**src/rtl/rom_port_arbiter_if.sv**
```systemverilog
// Bus bundle between core instr/data ports, the ROM macro and the arbiter.
// slave: arbiter view; master: core/ROM/environment view.
interface rom_port_arbiter_if;
  logic        instr_req;
  logic [31:0] instr_addr;
  logic        instr_gnt;
  logic        instr_rvalid;
  logic [31:0] instr_rdata;
  logic        data_req;
  logic        data_we;
  logic [31:0] data_addr;
  logic        data_gnt;
  logic        data_rvalid;
  logic [31:0] data_rdata;
  logic        data_err;
  logic        rom_cs;
  logic [31:0] rom_addr;
  logic [31:0] rom_rdata;

  modport slave (
    input  instr_req, instr_addr,
    output instr_gnt, instr_rvalid, instr_rdata,
    input  data_req, data_we, data_addr,
    output data_gnt, data_rvalid, data_rdata, data_err,
    output rom_cs, rom_addr,
    input  rom_rdata
  );

  modport master (
    output instr_req, instr_addr,
    input  instr_gnt, instr_rvalid, instr_rdata,
    output data_req, data_we, data_addr,
    input  data_gnt, data_rvalid, data_rdata, data_err,
    input  rom_cs, rom_addr,
    output rom_rdata
  );
endinterface

```
**src/rtl/rom_port_arbiter.sv**
```systemverilog
// Shares a single-port sync ROM between instr fetch and data load ports.
// Ports: HCLK, HRESETn (async low), bus (slave: instr/data OBI + ROM side).
// Param MAX_WAIT (1..15) bounds consecutive refused fetches under conflict.
// Macro ROM_ARB_RR_EN: round-robin on conflict instead of data priority.
module rom_port_arbiter #(
  parameter int unsigned MAX_WAIT = 4
) (
  input  logic               HCLK,
  input  logic               HRESETn,
  rom_port_arbiter_if.slave  bus
);

  typedef enum logic [1:0] {
    NONE,
    INSTR,
    DATA,
    DATA_ERR
  } owner_e;

  owner_e r_resp_owner;
  owner_e w_resp_owner_nxt;

  logic w_conflict;
  logic w_instr_win;
  logic w_instr_gnt;
  logic w_data_gnt;
  logic w_data_rd;

  assign w_conflict = bus.instr_req & bus.data_req;

`ifdef ROM_ARB_RR_EN
  // 1 = data was granted last; reset to "instr last" so data goes first.
  logic r_last_data;

  always_ff @(posedge HCLK or negedge HRESETn) begin
    if (!HRESETn) begin
      r_last_data <= 1'b0;
    end else if (w_instr_gnt | w_data_gnt) begin
      r_last_data <= w_data_gnt;
    end
  end

  assign w_instr_win = r_last_data;
`else
  localparam logic [3:0] LP_MAX_WAIT = 4'(MAX_WAIT);

  logic [3:0] r_wait_cnt;
  logic [3:0] w_wait_cnt_nxt;

  always_comb begin
    w_wait_cnt_nxt = '0;
    if (bus.instr_req && !w_instr_gnt) begin
      if (r_wait_cnt == LP_MAX_WAIT) begin
        w_wait_cnt_nxt = LP_MAX_WAIT;
      end else begin
        w_wait_cnt_nxt = r_wait_cnt + 4'd1;
      end
    end
  end

  always_ff @(posedge HCLK or negedge HRESETn) begin
    if (!HRESETn) begin
      r_wait_cnt <= '0;
    end else begin
      r_wait_cnt <= w_wait_cnt_nxt;
    end
  end

  assign w_instr_win = (r_wait_cnt == LP_MAX_WAIT);
`endif

  // Grants are forced low while reset is held.
  always_comb begin
    w_instr_gnt = 1'b0;
    w_data_gnt  = 1'b0;
    if (HRESETn) begin
      unique case (1'b1)
        w_conflict: begin
          w_instr_gnt = w_instr_win;
          w_data_gnt  = ~w_instr_win;
        end
        bus.instr_req & ~bus.data_req: w_instr_gnt = 1'b1;
        bus.data_req & ~bus.instr_req: w_data_gnt  = 1'b1;
        default: ;
      endcase
    end
  end

  assign w_data_rd = w_data_gnt & ~bus.data_we;

  always_comb begin
    w_resp_owner_nxt = NONE;
    unique case (1'b1)
      w_instr_gnt:                 w_resp_owner_nxt = INSTR;
      w_data_gnt & bus.data_we:    w_resp_owner_nxt = DATA_ERR;
      w_data_rd:                   w_resp_owner_nxt = DATA;
      default: ;
    endcase
  end

  always_ff @(posedge HCLK or negedge HRESETn) begin
    if (!HRESETn) begin
      r_resp_owner <= NONE;
    end else begin
      r_resp_owner <= w_resp_owner_nxt;
    end
  end

  assign bus.instr_gnt = w_instr_gnt;
  assign bus.data_gnt  = w_data_gnt;

  // Idle address follows instr_addr to avoid needless ROM address toggling.
  assign bus.rom_cs   = w_instr_gnt | w_data_rd;
  assign bus.rom_addr = w_data_rd ? bus.data_addr : bus.instr_addr;

  assign bus.instr_rvalid = (r_resp_owner == INSTR);
  assign bus.instr_rdata  =
    (r_resp_owner == INSTR) ? bus.rom_rdata : '0;

  assign bus.data_rvalid =
    (r_resp_owner == DATA) | (r_resp_owner == DATA_ERR);
  assign bus.data_err   = (r_resp_owner == DATA_ERR);
  assign bus.data_rdata =
    (r_resp_owner == DATA) ? bus.rom_rdata : '0;

endmodule

```
**src/flat_wrapper.sv**
```systemverilog
// flat-port wrapper written by rule: the top's interface ports become plain ports
module rom_port_arbiter_flat 
#(
  parameter int unsigned MAX_WAIT = 4
)
  (HCLK, HRESETn, bus_instr_req, bus_instr_addr, bus_instr_gnt, bus_instr_rvalid, bus_instr_rdata, bus_data_req, bus_data_we, bus_data_addr, bus_data_gnt, bus_data_rvalid, bus_data_rdata, bus_data_err, bus_rom_cs, bus_rom_addr, bus_rom_rdata);
  rom_port_arbiter_if bus_i ();
  input  logic HCLK;
  input  logic HRESETn;
  input wire logic [$bits(bus_i.instr_req)-1:0] bus_instr_req;
  input wire logic [$bits(bus_i.instr_addr)-1:0] bus_instr_addr;
  output wire logic [$bits(bus_i.instr_gnt)-1:0] bus_instr_gnt;
  output wire logic [$bits(bus_i.instr_rvalid)-1:0] bus_instr_rvalid;
  output wire logic [$bits(bus_i.instr_rdata)-1:0] bus_instr_rdata;
  input wire logic [$bits(bus_i.data_req)-1:0] bus_data_req;
  input wire logic [$bits(bus_i.data_we)-1:0] bus_data_we;
  input wire logic [$bits(bus_i.data_addr)-1:0] bus_data_addr;
  output wire logic [$bits(bus_i.data_gnt)-1:0] bus_data_gnt;
  output wire logic [$bits(bus_i.data_rvalid)-1:0] bus_data_rvalid;
  output wire logic [$bits(bus_i.data_rdata)-1:0] bus_data_rdata;
  output wire logic [$bits(bus_i.data_err)-1:0] bus_data_err;
  output wire logic [$bits(bus_i.rom_cs)-1:0] bus_rom_cs;
  output wire logic [$bits(bus_i.rom_addr)-1:0] bus_rom_addr;
  input wire logic [$bits(bus_i.rom_rdata)-1:0] bus_rom_rdata;
  assign bus_i.instr_req = bus_instr_req;
  assign bus_i.instr_addr = bus_instr_addr;
  assign bus_instr_gnt = bus_i.instr_gnt;
  assign bus_instr_rvalid = bus_i.instr_rvalid;
  assign bus_instr_rdata = bus_i.instr_rdata;
  assign bus_i.data_req = bus_data_req;
  assign bus_i.data_we = bus_data_we;
  assign bus_i.data_addr = bus_data_addr;
  assign bus_data_gnt = bus_i.data_gnt;
  assign bus_data_rvalid = bus_i.data_rvalid;
  assign bus_data_rdata = bus_i.data_rdata;
  assign bus_data_err = bus_i.data_err;
  assign bus_rom_cs = bus_i.rom_cs;
  assign bus_rom_addr = bus_i.rom_addr;
  assign bus_i.rom_rdata = bus_rom_rdata;
  rom_port_arbiter #(.MAX_WAIT(MAX_WAIT)) u_core (.HCLK(HCLK), .HRESETn(HRESETn), .bus(bus_i));
endmodule
```
**config.mk**
```make
export PLATFORM = sky130hd
export DESIGN_NAME = rom_port_arbiter_flat
export DESIGN_NICKNAME = d
export VERILOG_FILES = /design/src/rtl/rom_port_arbiter_if.sv /design/src/rtl/rom_port_arbiter.sv /design/src/flat_wrapper.sv
export SDC_FILE = /design/constraint.sdc
export NUM_CORES = 1
export LEC_CHECK = 0
export ABC_AREA = 1
export BUFFER_PORTS_ARGS = -buffer_cell sky130_fd_sc_hd__buf_2
export CAP_MARGIN = 10
export CELL_PAD_IN_SITES_DETAIL_PLACEMENT = 1
export CELL_PAD_IN_SITES_GLOBAL_PLACEMENT = 1
export CORE_MARGIN = 2
export CORE_UTILIZATION = 15
export DETAILED_ROUTE_END_ITERATION = 8
export GPL_ROUTABILITY_DRIVEN = 0
export PLACE_DENSITY_LB_ADDON = 0.1
export SYNTH_ARGS = -nofsm -noshare
export SYNTH_HDL_FRONTEND = slang
export SYNTH_SLANG_ARGS = --single-unit
```
**constraint.sdc**
```tcl
create_clock -name HCLK -period 1.3 [get_ports HCLK]
set_input_delay 0 -clock HCLK [delete_from_list [all_inputs] [get_ports HCLK]]
set_output_delay 0 -clock HCLK [all_outputs]
set_load 0.02 [all_outputs]
```
==> results.tsv, run 1 <==
stage	metric	value	unit
routing	number_of_nets_with_antenna_violations_after_detailed_routing	0	
place	dp_hpwl	5980	µm
global_routing	grt_pass1_vias	2323	
synthesis	ys_async_sr_fraction	100	%
synthesis	netlist-cell-type-count	20	
timing	min_period	1.52	ns
timing	timing_worst_slew_pin_value	0.308	ns
floorplanning	core	8220	µm²
synthesis	yosysTopAreaCellShare	21.6	%
floorplanning	die-area	9200	µm²
place	dpl.cell_count	559	
global_routing	grt_remaining_overflow	0	
clocking	htree_levels	1	
timing	period_share	117	%
floorplanning	start_util	15.4	%
power_and_ir_drop	post-layout-total-power	1.77	mW
synthesis	synth_fp_nets	358	
routing	drt-initial-drc-count	7	
clocking	clock_sinks	6	
worst_setup_path	endpoint_kind	output port	
synthesis	synthTopCellsByArea	nand2_1, nor2_1, nand4_1, inv_1, dfrtp_1	
clocking	clk_pin_slew	0.03	ns
routing	first_pass_iters	3	
finish	antenna_cells_inserted	0	
floorplanning	dieHeight	95.9	µm
worst_setup_path	timing.setup.critical_path_class	reg2out	
synthesis	synth_area	1270	µm²
timing	max_clock_freq	0.657	GHz
global_routing	global_route_wire_length_before_repair	10800	µm
timing	final-max-slew-violation-count	0	
worst_setup_path	crit_fanout	5	
clocking	cts_buffer_depth	2	
clocking	tritoncts	yes	
finish	final_layout_net_count	574	
worst_setup_path	critical_path_required	1.30	ns
worst_setup_path	critPathArrivalTime	1.52	ns
synthesis	synth_cells	255	
global_routing	antenna_found_initial	0	
synthesis	synth.most_common_cell	nand2_1	
timing	grt_setup_unrepaired	yes	
finish	drive_above_1_share	67.2	%
place	dpl_worst_slack	-0.0455	ns
routing	detailroute.via_count	2473	
clocking	root_buffer	clkbuf_8	
routing	wl	7900	µm
finish	fin_cells	574	
timing	setup_viol_count_final	35	
power_and_ir_drop	power_per_cell_area	536	nW/µm²
timing	final_hold_fails	0	
finish	fillers	1078	
floorplanning	std_cell_rows	33	
floorplanning	i_o_pin_cnt	203	
timing	layout_setup_ws	-0.222	ns
floorplanning	die_x	95.9	µm
finish	syn_to_final_growth	160	%
job	timing.max_cap.violations	0	
synthesis	ys.flop_type	dfrtp_1	
synthesis	synth_common_cells	nand2_1, nor2_1, inv_1, nand4_1, buf_2	
routing	route.detailed.wl_per_inst	13.8	µm
run_status	status	complete, but fails checks	
place	io_buffer_count	202	
routing	detail_route.drc_violations	0	
run_status	failing_checks	setup timing	
timing	finClkSkew	0.000758	ns
synthesis	most_area_hungry_cell_type_in_the_yosys_netlist	nand2_1	
power_and_ir_drop	irDropWorstVdd	0.207	mV
synthesis	seq_area_frac_synth	11.8	%
global_routing	grt_usage	14.5	%
global_routing	grt_max_degree	33	
routing	route.detailed.vias_per_inst	4.31	
power_and_ir_drop	total_leakage_power	1.99	nW
worst_setup_path	cp-start-kind	flip-flop	
synthesis	syn_area_per_cell	4.97	µm²
synthesis	synth-seq-cells	6	
hold_path	min-delay-path-class	in2reg	
timing	max-slew-margin-rel	79.4	%
synthesis	synth-edff-count	0	
clocking	later_pin_clock_latency_in_the_skew_report	0.22	ns
synthesis	synth_warnings	0	
clocking	cts_inserted_buffers	3	
==> metrics by stage <==
stage	instance area (µm²)	util, %	hold slack, ns	TNS, ns
finish	3300	40.1	0.101	-6.71
global route	3300	40.1	0.123	-9.50
CTS	2930	35.7	0.108	-7.09
detailed placement	2480	30.2	-0.0830	-0.519
global placement	2480	30.2	-0.0782	-0.101
floorplan	1270	-	-0.296	0
==> sequential cells by signal (all words and copies together) (netlist names) <==
signal	count
u_core.r_wait_cnt	4
u_core.r_resp_owner	2
==> final timing paths <==
| kind | startpoint | cells past startpoint | slack [ns] | endpoint |
|---|---|---|---|---|
| setup / recovery | u_core.r_wait_cnt[1] | 9 | -0.22 | bus_rom_addr[16] |
| hold / removal | bus_instr_req | 3 | 0.10 | u_core.r_wait_cnt[1] |
| setup reg to reg | u_core.r_wait_cnt[0] | 6 | 0.07 | u_core.r_wait_cnt[2] |
| hold reg to reg | u_core.r_wait_cnt[3] | 2 | 0.57 | u_core.r_wait_cnt[3] |
| max in group asynchronous | HRESETn | 3 | 0.77 | u_core.r_wait_cnt[0] |
| min in group asynchronous | HRESETn | 3 | 0.30 | u_core.r_resp_owner[1] |
==> kinds of logic after synthesis <==
kind of cell,Yosys count,share of synthesized area [%]
XOR/XNOR,2,1.38
AO/OA/AOI/OAI,2,0.987
buffers and inverters,64,21.6
AND/OR/NAND/NOR,179,62.2
flip-flops,6,11.8
adder cells (fa/ha/maj),2,1.97
==> worst max-delay path, stage by stage (launching register included) <==
cell and delay (ns):
dfrtp_1 0.38, inv_2 0.07, ha_4 0.14, nand4_4 0.10, nand3_4 0.11, buf_12 0.13
clkbuf_16 0.14, nand2_2 0.05, nand2_2 0.06, buf_6 0.11
==> repair_timing <==
action | CTS | global route
hold buffers | 1 | 0
cloned | 1 | 3
pin swaps | 3 | 10
hold endpoints to repair | 6 | 0
gates resized for setup | 104 | 101
endpoints found under the setup margin | 36 | 102
setup buffers | 4 | 4
==> per-layer routing <==
| layer | global-route usage (%) | part of all wire, % |
|---|---|---|
| met2 | 28.6 | 54 |
| met1 | 15.5 | 34 |
| met3 | 3.99 | 11 |
| met4 | 2.38 | 0.51 |
| met5 | 0 | 0 |
==> where the power goes <==
| part | switching [mW] | internal (mW) | total, mW |
|---|---|---|---|
| combinational | 0.690 | 0.589 | 1.28 |
| sequential | 0.0137 | 0.203 | 0.216 |
| clock | 0.0740 | 0.198 | 0.272 |
==> layout by cell type (no fill, tap or decap) <==
cell,count
clkbuf_8,3
o21ai_0,1
buf_16,1
clkbuf_16,2
nand3_1,2
nor2_2,14
nand4_1,32
nand2_4,18
inv_1,39
ha_2,1
nand3_4,1
o211ai_1,1
xor2_1,1
nand4_4,1
clkinv_1,1
buf_2,141
and2_1,1
buf_12,6
nand2_1,15
xnor2_1,1
nand2_2,40
nor2_1,53
dlygate4sd3_1,1
buf_4,39
buf_6,39
inv_2,5
dfrtp_1,6
ha_4,1
buf_8,1
nor2_4,2
==> layout make-up <==
class	count	area, µm²	area share [%]
Tap cell	105	131	3.99
Clock buffer	3	41.3	1.25
Sequential cell	6	150	4.56
Multi-Input combinational cell	185	1140	34.7
Timing Repair Buffer	230	1660	50.4
Inverter	45	169	5.13
Power figures use the tool's default switching activity.
==> inputs of run 2 (changes only) <==
CAP_MARGIN = default   (was 10)
SKIP_CTS_REPAIR_TIMING = 1   (was default)
==> results.tsv, run 2 (synthesized netlist as in run 1, its figures left out) <==
stage	metric	value	unit	change
run_status	status	complete, but fails checks		
run_status	failing_checks	setup timing		
worst_setup_path	timing.reg2reg.setup_slack	0.09	ns	+0.02 ns
power_and_ir_drop	irDropWorstVdd	0.189	mV	-8.6%
timing	final-max-slew-violation-count	0		unchanged
timing	min_period	1.53	ns	+0.0124 ns
global_routing	antenna_found_initial	0		unchanged
timing	period_share	118	%	+0.95 points
worst_setup_path	timing.setup.critical_path_class	reg2out		
routing	first_pass_iters	3		unchanged
timing	setup_viol_count_final	35		unchanged
timing	max-slew-margin-rel	79.2	%	-0.16 points
finish	largestRegisters	u_core.r_wait_cnt x4, u_core.r_resp_owner x2		
routing	drt-initial-drc-count	6		-1
place	io_buffer_count	202		unchanged
floorplanning	std_cell_rows	33		unchanged
floorplanning	core	8220	µm²	unchanged
clocking	clk_pin_slew	0.03	ns	about the same
worst_setup_path	crit_fanout	5		unchanged
routing	route.detailed.vias_per_inst	4.28		-0.67%
finish	largest_register_ffs	4		unchanged
timing	grt_setup_unrepaired	yes		
worst_setup_path	cp-start-kind	flip-flop		
floorplanning	start_util	15.4	%	unchanged
global_routing	grt_remaining_overflow	0		unchanged
finish	fillers	1100		+2.0%
clocking	cts_buffer_depth	2		unchanged
clocking	clock_sinks	6		unchanged
worst_setup_path	startpoint	u_core.r_wait_cnt[1]		
power_and_ir_drop	total_leakage_power	1.93	nW	-3.4%
finish	regArea	150	µm²	unchanged
timing	layout_setup_ws	-0.234	ns	-0.0124 ns
global_routing	grt_usage	13.5	%	-1.0 points
routing	detail_route.drc_violations	0		unchanged
floorplanning	i_o_pin_cnt	203		unchanged
place	dp_hpwl	5980	µm	unchanged
finish	multiInputGateArea	998	µm²	-13%
worst_setup_path	endpoint_kind	output port		
global_routing	grt_max_degree	33		unchanged
clocking	root_buffer	clkbuf_8		
routing	wl	7740	µm	-2.1%
hold_path	min-delay-path-class	in2reg		
finish	final_cell_mix	buf_2, nor2_1, nand2_1, inv_1, buf_6		
power_and_ir_drop	power_per_cell_area	548	nW/µm²	+2.1%
floorplanning	dieHeight	95.9	µm	unchanged
worst_setup_path	critical_path_required	1.30	ns	about the same
timing	final_hold_fails	0		unchanged
power_and_ir_drop	post-layout-total-power	1.67	mW	-5.3%
job	timing.max_cap.violations	0		unchanged
routing	detailroute.via_count	2435		-1.5%
place	dpl.cell_count	559		unchanged
clocking	tritoncts	yes		
timing	finClkSkew	0.000634	ns	-0.000124 ns
global_routing	grt_pass1_vias	2188		-5.8%
global_routing	global_route_wire_length_before_repair	10100	µm	-6.9%
finish	registers.top_by_ff_count	u_core.r_wait_cnt		
routing	number_of_nets_with_antenna_violations_after_detailed_routing	0		unchanged
finish	final_layout_net_count	569		-0.87%
timing	setup_total_negative_slack	-6.63	ns	+0.0825 ns
worst_setup_path	worst_r2r_endpoint	u_core.r_wait_cnt[1]		
floorplanning	die_x	95.9	µm	unchanged
timing	timing_worst_slew_pin_value	0.311	ns	+0.00244 ns
finish	syn_to_final_growth	141	%	
finish	fin_cells	569		-0.87%
place	dpl_worst_slack	-0.0455	ns	unchanged
worst_setup_path	r2r-start	u_core.r_wait_cnt[1]		
routing	route.detailed.wl_per_inst	13.6	µm	-1.2%
floorplanning	die-area	9200	µm²	unchanged
worst_setup_path	critPathArrivalTime	1.53	ns	about the same
clocking	cts_inserted_buffers	3		unchanged
clocking	htree_levels	1		unchanged
worst_setup_path	timing.critical_path.to	bus_rom_addr[23]		
clocking	later_pin_clock_latency_in_the_skew_report	0.22	ns	about the same
worst_setup_path	r2r.worst_path.cells	7		+1
finish	drive_above_1_share	60.1	%	-7.0 points
timing	max_clock_freq	0.652	GHz	-0.81%
finish	antenna_cells_inserted	0		unchanged
finish	layout.cells.most_common	buf_2		
-- run 2: area by class of cell --
type | count | area share [%]
Clock buffer | 3 | 1.35
Inverter | 45 | 5.52
Multi-Input combinational cell | 185 | 32.7
Sequential cell | 6 | 4.91
Tap cell | 105 | 4.30
Timing Repair Buffer | 225 | 51.3
-- run 2: worst min path at each step --
stage	from	end	slack (ns)	cells after the start
detailed placement	HRESETn	u_core.r_resp_owner[0]	-0.08	2
CTS	HRESETn	u_core.r_resp_owner[0]	-0.31	2
finish	bus_instr_req	u_core.r_wait_cnt[2]	0.10	3
global route	bus_instr_req	u_core.r_wait_cnt[2]	0.12	3
global placement	HRESETn	u_core.r_resp_owner[0]	-0.08	2
floorplan	HRESETn	u_core.r_resp_owner[0]	-0.30	0
-- run 2: layer usage --
layer	GRT usage (%)	routed length, µm
met1	14.7	2710
met2	26.5	4100
met3	3.13	891
met4	2.38	40
met5	0	0
-- run 2: per-stage QoR --
stage	hold slack [ns]	utilization, %	cell area (µm²)
global route	0.124	37.2	3060
CTS	-0.313	30.7	2520
finish	0.102	37.2	3060
floorplan	-0.296	-	1270
detailed placement	-0.0830	30.2	2480
global placement	-0.0782	30.2	2480
-- run 2: worst max-delay path, cell delays in order, from the launching register on --
cell       delay [ns]
dfrtp_1          0.38
inv_2            0.08
ha_4             0.14
nand4_4          0.11
nand3_4          0.19
clkbuf_16        0.18
nand2_2          0.05
nand2_2          0.06
buf_6            0.12
-- run 2: report_power, final --
group	total [mW]	internal (mW)	switching, mW	leakage [nW]
Combinational	1.19	0.534	0.653	1.82
Clock	0.272	0.198	0.0732	0.0216
Sequential	0.216	0.203	0.0138	0.0796
